**config.mk**
```make
export PLATFORM = sky130hd
export DESIGN_NAME = branch_predictor
export DESIGN_NICKNAME = d
export VERILOG_FILES = /design/src/rtl/branch_predictor.sv
export SDC_FILE = /design/constraint.sdc
export NUM_CORES = 1
export LEC_CHECK = 0
export BUFFER_PORTS_ARGS = -buffer_cell sky130_fd_sc_hd__buf_2
export CORE_UTILIZATION = 45
export CTS_BUF_LIST = sky130_fd_sc_hd__clkbuf_2 sky130_fd_sc_hd__clkbuf_4 sky130_fd_sc_hd__clkbuf_8
export DETAILED_ROUTE_END_ITERATION = 8
export GPL_ROUTABILITY_DRIVEN = 0
export SLEW_MARGIN = 10
export SYNTH_ARGS = -nofsm -noshare
export SYNTH_HDL_FRONTEND = slang
export SYNTH_SLANG_ARGS = --single-unit
```
**constraint.sdc**
```tcl
create_clock -name clk -period 20.1 [get_ports clk]
set_clock_uncertainty 0.05 [all_clocks]
set_input_delay 4.02 -clock clk [delete_from_list [all_inputs] [get_ports clk]]
set_output_delay 4.02 -clock clk [all_outputs]
set_load 0.03 [all_outputs]
```
**src/rtl/branch_predictor.sv**
```systemverilog
// branch_predictor: direct-mapped BTB with 2-bit counters.
// Predicts in IF and trains from resolved EX branches.
//
// Ports:
//   clk, rst          clock, sync active-high reset
//   if_pc             fetch PC to predict
//   pred_taken        predicted taken for if_pc
//   pred_target       predicted target (0 when not taken)
//   ex_valid, ex_pc   EX instruction valid and PC
//   ex_is_br          EX instruction is branch/jump
//   ex_taken          resolved direction
//   ex_target         resolved target
//   ex_pred_taken     prediction carried with the instr
//   ex_pred_target    predicted target carried down
//   mispredict        flush IF/ID and redirect fetch
//   redirect_pc       corrected fetch PC
//   stat_branches     resolved branch count
//   stat_mispredicts  mispredict count
//
// Macro BPU_STATS_EN enables the two stat counters;
// without it both stat outputs are tied to zero.
module branch_predictor #(
  parameter int ENTRIES = 16,
  parameter int IDX_W   = $clog2(ENTRIES)
) (
  input  logic        clk,
  input  logic        rst,
  input  logic [31:0] if_pc,
  output logic        pred_taken,
  output logic [31:0] pred_target,
  input  logic        ex_valid,
  input  logic [31:0] ex_pc,
  input  logic        ex_is_br,
  input  logic        ex_taken,
  input  logic [31:0] ex_target,
  input  logic        ex_pred_taken,
  input  logic [31:0] ex_pred_target,
  output logic        mispredict,
  output logic [31:0] redirect_pc,
  output logic [31:0] stat_branches,
  output logic [31:0] stat_mispredicts
);

  localparam int TAG_W = 30 - IDX_W;

  logic [ENTRIES-1:0] vld_q;
  logic [TAG_W-1:0]   tag_q [ENTRIES];
  logic [29:0]        tgt_q [ENTRIES];
  logic [1:0]         ctr_q [ENTRIES];

  logic [IDX_W-1:0] if_idx;
  logic [TAG_W-1:0] if_tag;
  logic             if_hit;

  logic [IDX_W-1:0] ex_idx;
  logic [TAG_W-1:0] ex_tag;
  logic             ex_hit;
  logic             upd;
  logic [1:0]       ctr_cur;
  logic [1:0]       ctr_inc;
  logic [1:0]       ctr_dec;

  // Byte-offset bits of a word-aligned target are never stored.
  logic unused_ok;
  assign unused_ok = ^{ex_target[1:0], if_pc[1:0]};

  // Lookup
  assign if_idx = if_pc[IDX_W+1:2];
  assign if_tag = if_pc[31:IDX_W+2];
  assign if_hit = vld_q[if_idx]
               && (tag_q[if_idx] == if_tag);

  always_comb begin
    pred_taken  = 1'b0;
    pred_target = 32'h0;
    if (!rst && if_hit && ctr_q[if_idx][1]) begin
      pred_taken  = 1'b1;
      pred_target = {tgt_q[if_idx], 2'b00};
    end
  end

  // Resolve
  assign upd = ex_valid & ex_is_br & ~rst;

  always_comb begin
    mispredict  = 1'b0;
    redirect_pc = 32'h0;
    if (upd) begin
      mispredict = (ex_taken != ex_pred_taken)
                 | (ex_taken & ex_pred_taken
                    & (ex_target != ex_pred_target));
    end
    if (mispredict) begin
      redirect_pc = ex_taken ? ex_target
                             : ex_pc + 32'd4;
    end
  end

  // Training
  assign ex_idx  = ex_pc[IDX_W+1:2];
  assign ex_tag  = ex_pc[31:IDX_W+2];
  assign ex_hit  = vld_q[ex_idx]
                && (tag_q[ex_idx] == ex_tag);
  assign ctr_cur = ctr_q[ex_idx];
  assign ctr_inc = (ctr_cur == 2'b11) ? 2'b11
                                      : ctr_cur + 2'd1;
  assign ctr_dec = (ctr_cur == 2'b00) ? 2'b00
                                      : ctr_cur - 2'd1;

  // Valid bits and counters carry reset state.
  always_ff @(posedge clk) begin
    if (rst) begin
      vld_q <= '0;
      for (int i = 0; i < ENTRIES; i++) begin
        ctr_q[i] <= 2'b01;
      end
    end else if (upd) begin
      if (ex_hit) begin
        ctr_q[ex_idx] <= ex_taken ? ctr_inc : ctr_dec;
      end else if (ex_taken) begin
        vld_q[ex_idx] <= 1'b1;
        ctr_q[ex_idx] <= 2'b10;
      end
    end
  end

  // Tag/target need no reset: valid gates their use,
  // and upd is already low while rst is high.
  always_ff @(posedge clk) begin
    if (upd && ex_taken) begin
      tag_q[ex_idx] <= ex_tag;
      tgt_q[ex_idx] <= ex_target[31:2];
    end
  end

`ifdef BPU_STATS_EN
  logic [31:0] br_cnt;
  logic [31:0] misp_cnt;

  always_ff @(posedge clk) begin
    if (rst) begin
      br_cnt   <= 32'h0;
      misp_cnt <= 32'h0;
    end else begin
      if (upd)        br_cnt   <= br_cnt + 32'd1;
      if (mispredict) misp_cnt <= misp_cnt + 32'd1;
    end
  end

  assign stat_branches    = br_cnt;
  assign stat_mispredicts = misp_cnt;
`else
  assign stat_branches    = 32'h0;
  assign stat_mispredicts = 32'h0;
`endif

endmodule

```
Word-level counts from Yosys, hierarchy flattened

Memory sizes are Yosys's and may differ from the RTL's.
Index checks and enable logic that the tools add are counted.

Bitwise operators: 9
Mux-type cells: 31
Reductions and logical operators: 10
Add/sub/neg operators: 3
Equal/unequal tests: 5
$lt $le $gt $ge: 3

Operators by type and width:

| kind                  | count |
|---|---|
| $mux 32               | 3 |
| $eq 26x26->1          | 2 |
| $add 32x3->32 const B | 1 |
| $ne 32x32->1          | 1 |
| $mux 1                | 19 |
| $or 16x16->16         | 1 |
| $lt 4x5->1 const B    | 2 |
| $mux 2                | 5 |
| $bmux 1 s4            | 2 |
| $logic_and 1x1->1     | 6 |
| $and 1x1->1           | 4 |
| $demux 1 s4           | 1 |
| $ge 4x1->1 const B    | 1 |
| $mux 4                | 1 |
| $reduce_and 3->1      | 1 |
| $add 2x1->2 const B   | 1 |
| $eq 2x2->1 const B    | 1 |
| $logic_not 2->1       | 1 |
| $not 1->1             | 2 |
| $or 1x1->1            | 2 |
| $reduce_or 2->1       | 1 |
| $sub 2x1->2 const B   | 1 |
| $logic_not 1->1       | 1 |
| $ne 1x1->1            | 1 |

Memory bits (writable): 928
Flip-flop bits (word level): 16
Memories: 3

Memories:

| memory | depth | bits a word | read ports | clocked after Yosys merged registers in | write ports | line | text |
|---|---|---|---|---|---|---|---|
| tgt_q  | 16    | 30          | 1          | 0                                       | 1           | 48   | `logic [29:0] tgt_q [ENTRIES];` |
| tag_q  | 16    | 26          | 2          | 0                                       | 1           | 47   | `logic [TAG_W-1:0] tag_q [ENTRIES];` |
| ctr_q  | 16    | 2           | 2          | 0                                       | 16          | 49   | `logic [1:0] ctr_q [ENTRIES];` |

Logic depth before layout (Yosys ltp)

Depth after elaboration: 10
Mapped depth: 16
Depth with buffers taken out: 9

Worst setup path before layout

No wires, ideal clock.

Kind: input to output
Start point: in if_pc[2]
End point: out pred_target[10]
Data arrival time: 7,121 ps
Stages: 12
Buffers on the path: 6
Slack: 8,909 ps
Cell sequence: buf_2 buf_2 buf_2 clkbuf_1 buf_1 o211ai_1 o211ai_1 o211ai_1 nor4_1 nand4_1 clkbuf_1 nor2b_1

Longest elaborated chain between the ends: 6
Elaborated cells between the ends (all ways): 10
Classes of those cells: eq/ne: 1; mux: 3; reduce/logical: 3; memory: 3

Ends and longest elaborated chain:

| what                                               | line   | text |
|---|---|---|
| start, declared                                    | 28     | `input logic [31:0] if_pc,` |
| $mem_v2 16x26 / $bmux 1 s4 (equally long branches) | -      |  |
| $eq 26x26->1 / $mux 1 (equally long branches)      | 71, 70 |  |
| $logic_and 1x1->1                                  | 71     | `&& (tag_q[if_idx] == if_tag);` |
| $logic_and 1x1->1 (2 in series)                    | 76     | `if (!rst && if_hit && ctr_q[if_idx][1]) begin` |
| $mux 32 (*)                                        | 76     |  |
| end, declared                                      | 30     | `output logic [31:0] pred_target,` |

Every way passes the cells marked *; elsewhere a longest branch is shown, timed or not. The select of a mux whose other input is x is not followed.

Worst setup path after layout

Start point: in if_pc[4]
End point: out pred_target[18]

Same word-level chain as after synthesis.

==> results by group <==
Logic synthesis
  – Ys Warns: 0
  – Register area share after synthesis: 66.0%
  – Post-synth cell types: 76
  – Synthesized cell area: 42700 sq um
  – Ys async rst share: 0%
  – Synth top area share: 65.3%
  – Area leader, netlist: edfxtp_1
  – Yosys reg bits: 944
  – Post-synth EDFFs: 928
  – Mapped Avg Cell Area: 19.2 sq um
  – Gate Count Post-Synth: 2221
  – Leading post-synthesis cells by cell area: edfxtp_1, mux4_2, mux4_1, mux2i_1, xnor2_1
  – Primary FF master, synth: edfxtp_1

Power
  – Clock network power share: 40.1%
  – Max VDD drop: 57.5 uV
  – Switch Pwr: 0.992 mW
  – Part of the power in registers: 52.1%
  – P_int: 3.18 mW
  – Power Density: 87.2 nW/um^2
  – Comb pwr share: 7.8%
  – Switching portion of total power: 23.8%
  – Leak: 15.5 nW

Worst setup path
  – CP Capture Type: primary output
  – Number of cells on the worst reg-to-reg path: 9
  – Crit Path Max Fanout: 78
  – Crit start category: input pin
  – Worst Path Required: 16.03 ns
  – Critical path class: input pin to primary output
  – R2r setup slk: 15.23 ns
  – Reg2reg end: ctr_q[15][1]
  – FF-to-FF Start: tag_q[14][5]
  – Arr. time, crit path: 8.78 ns

Hold path
  – HP Class: flop to flop
  – Hold Crit Depth: 2
  – Endpoint, Worst Hold: vld_q[2]
  – Hold_sp: vld_q[2]

Route
  – First DRT Iteration DRCs: 3020
  – First-pass DRT Iterations: 7
  – Total number of vias: 23704
  – Vias per cell: 6.14
  – Met2 WL: 58.3 mm
  – Met3 wire length: 10.1 mm
  – Routed WL: 122 mm
  – Residual DRC: 0
  – Routed WL per cell: 31.5 um
  – Top layer in use: met5
  – Antenna viol nets, final: 0
  – M1 WL: 50.1 mm

Clock tree
  – Total CTS buffers: 156
  – Post-CTS Hold Buffers: 0
  – CTS Sinks: 944
  – Clock transition at the registers of the reported paths: 0.06 ns
  – Post CTS Setup Buffer Count: 0
  – CTS tree: done
  – H-tree depth: 4
  – PostCTS Resize Cnt: 0
  – Max clock buf depth: 3
  – Clk_lat worst skew: 0.83 ns
  – Root Buffer: clkbuf_8

Place
  – Placed cell area: 44800 sq um
  – Pre-CTS setup slack: 7.10 ns
  – DP Cell Count: 3581
  – HPWL after DPL: 70.6 mm
  – I/O Buffers: 195

Global routing
  – Pin count of the biggest net entering global routing: 116
  – Initial antenna violation count: 11
  – First-pass GRT wire length: 172 mm
  – Total congestion overflow: 0
  – Tot GR Track Use: 25.5%
  – Vias in the first global route: 24359

STA
  – Minimum clock period: 12.85 ns
  – Worst slew margin: 14.3%
  – Max-slew violations: 0
  – Setup WS post-layout: 7.25 ns
  – Setup TNS: 0 ns
  – Worst slew pin tran: 1.28 ns
  – Fmax: 77.8 MHz
  – Final Hold Vio Count: 0
  – Final period utilization: 64.0%
  – RSZ-0062 raised after global routing: no
  – Final setup fails: 0

Floorplan
  – I/O pin total: 264
  – Die W: 310 um
  – Core ar.: 93600 sq um
  – Die Y: 310 um
  – Row count: 112
  – DIE AREA: 96100 sq um
  – Starting Density: 45.6%

Layout
  – Fin area: 47800 sq um
  – Final Non-Filler Cells: 3863
  – Post-layout nets: 2624
  – Layout area overhead: 12.0%
  – Final Util: 51.1%
  – Share of layout cells above drive strength 1: 34.1%
  – FILL cells: 7750

Run status
  – Status: completed

Run
  – Max_cap viols: 0
[cell usage after synthesis, drive strengths merged (2+ instances only)]
cell type	n
o211ai	12
nand3	34
nand4b	2
a211oi	3
nor4	11
o21bai	16
inv	13
a21oi	48
nor2	106
nor4b	3
and2	7
a31oi	6
nand3b	2
or2	3
xor2	27
a221oi	5
o21a	3
or3	5
a22oi	18
nand4	20
a32oi	2
nor3	15
mux2i	66
buf	137
a22o	5
dfxtp	16
nand2b	24
o22ai	10
nor2b	39
o21ai	18
edfxtp	928
nand2	48
and3	7
xnor2	71
nor3b	2
clkbuf	65
or4	3
ha	5
mux2	15
mux4	378
and2b	2
and4	2
[worst max-delay path, stage by stage]
cell and delay (ns):
clkbuf_8 0.64, buf_4 0.94, mux4_2 0.43, mux4_2 0.47, xnor2_1 0.27, o211ai_1 0.21, nor4_1 0.74, nand4_1 0.23
buf_4 0.33, nor2b_1 0.21, buf_2 0.22
[per-layer routing]
| layer | up-vias | global-route usage [%] |
|---|---|---|
| met5 | - | 0 |
| met4 | 18 | 7.66 |
| met3 | 229 | 5.50 |
| met2 | 1179 | 40.4 |
| met1 | 12623 | 35.6 |
| li1 | 9655 | - |
[logic make-up after synthesis]
family	Yosys count	synth area share (%)
flops	944	66.0
mux	459	22.1
simple gates	337	4.07
buf+inv	217	3.12
compound gates	160	2.50
xor+xnor	98	2.01
fa+ha+maj	5	0.147
other cells	1	0.00878
[metrics by stage]
stage	total power, mW	hold WS [ns]
after floorplan	2.43	0.400
after global placement	2.54	0.413
after detailed placement	2.54	0.442
after CTS	4.20	0.458
after global routing	4.30	0.496
final	4.17	0.461
[flip-flops by register name (all words and copies together) (netlist names)]
signal / count
ctr_q: 32
vld_q: 16
tgt_q: 480
tag_q: 416
[worst max path at each step]
| stage | start | to | slack [ns] | cells after the start |
|---|---|---|---|---|
| floorplan | if_pc[2] | pred_target[10] | 8.91 | 12 |
| global placement | if_pc[2] | pred_target[21] | 7.19 | 11 |
| detailed placement | if_pc[2] | pred_target[18] | 7.10 | 11 |
| CTS | if_pc[2] | pred_target[18] | 7.09 | 11 |
| global route | if_pc[2] | pred_target[15] | 6.90 | 11 |
| finish | if_pc[4] | pred_target[18] | 7.25 | 11 |
[power groups by stage]
stage | combinational, mW | clock [mW] | sequential, mW
2_1_floorplan | 0.219 | 0 | 2.21
3_3_place_gp | 0.323 | 0 | 2.21
3_5_place_dp | 0.328 | 0 | 2.21
4_1_cts | 0.329 | 1.70 | 2.17
5_1_grt | 0.346 | 1.78 | 2.17
6_report | 0.327 | 1.67 | 2.17
[cells in the final DEF, fill, tap and decap left out, drive strengths merged, types with 7 or more instances in the layout]
cell type,instances
edfxtp,928
mux4,378
buf,243
clkbuf,218
nor2,106
xnor2,71
mux2i,66
conb,66
nand2,48
a21oi,48
clkinv,48
nor2b,39
nand3,34
xor2,27
nand2b,24
inv,22
nand4,20
a22oi,18
o21ai,18
o21bai,16
dfxtp,16
mux2,15
nor3,15
o211ai,12
nor4,11
o22ai,10
and2,7
and3,7
[layout make-up]
| type | count | area, sq um | area share, % |
|---|---|---|---|
| timing repair buffer | 245 | 1420 | 2.96 |
| inverter | 13 | 48.8 | 0.102 |
| clock inverter | 64 | 417 | 0.871 |
| multi-input combinational | 1125 | 13500 | 28.3 |
| antenna | 2 | 5.00 | 0.0105 |
| sequential | 944 | 28200 | 58.9 |
| tap | 1254 | 1570 | 3.28 |
| clock buffer | 216 | 2650 | 5.54 |
No activity file was read; power rests on OpenSTA's default activity.
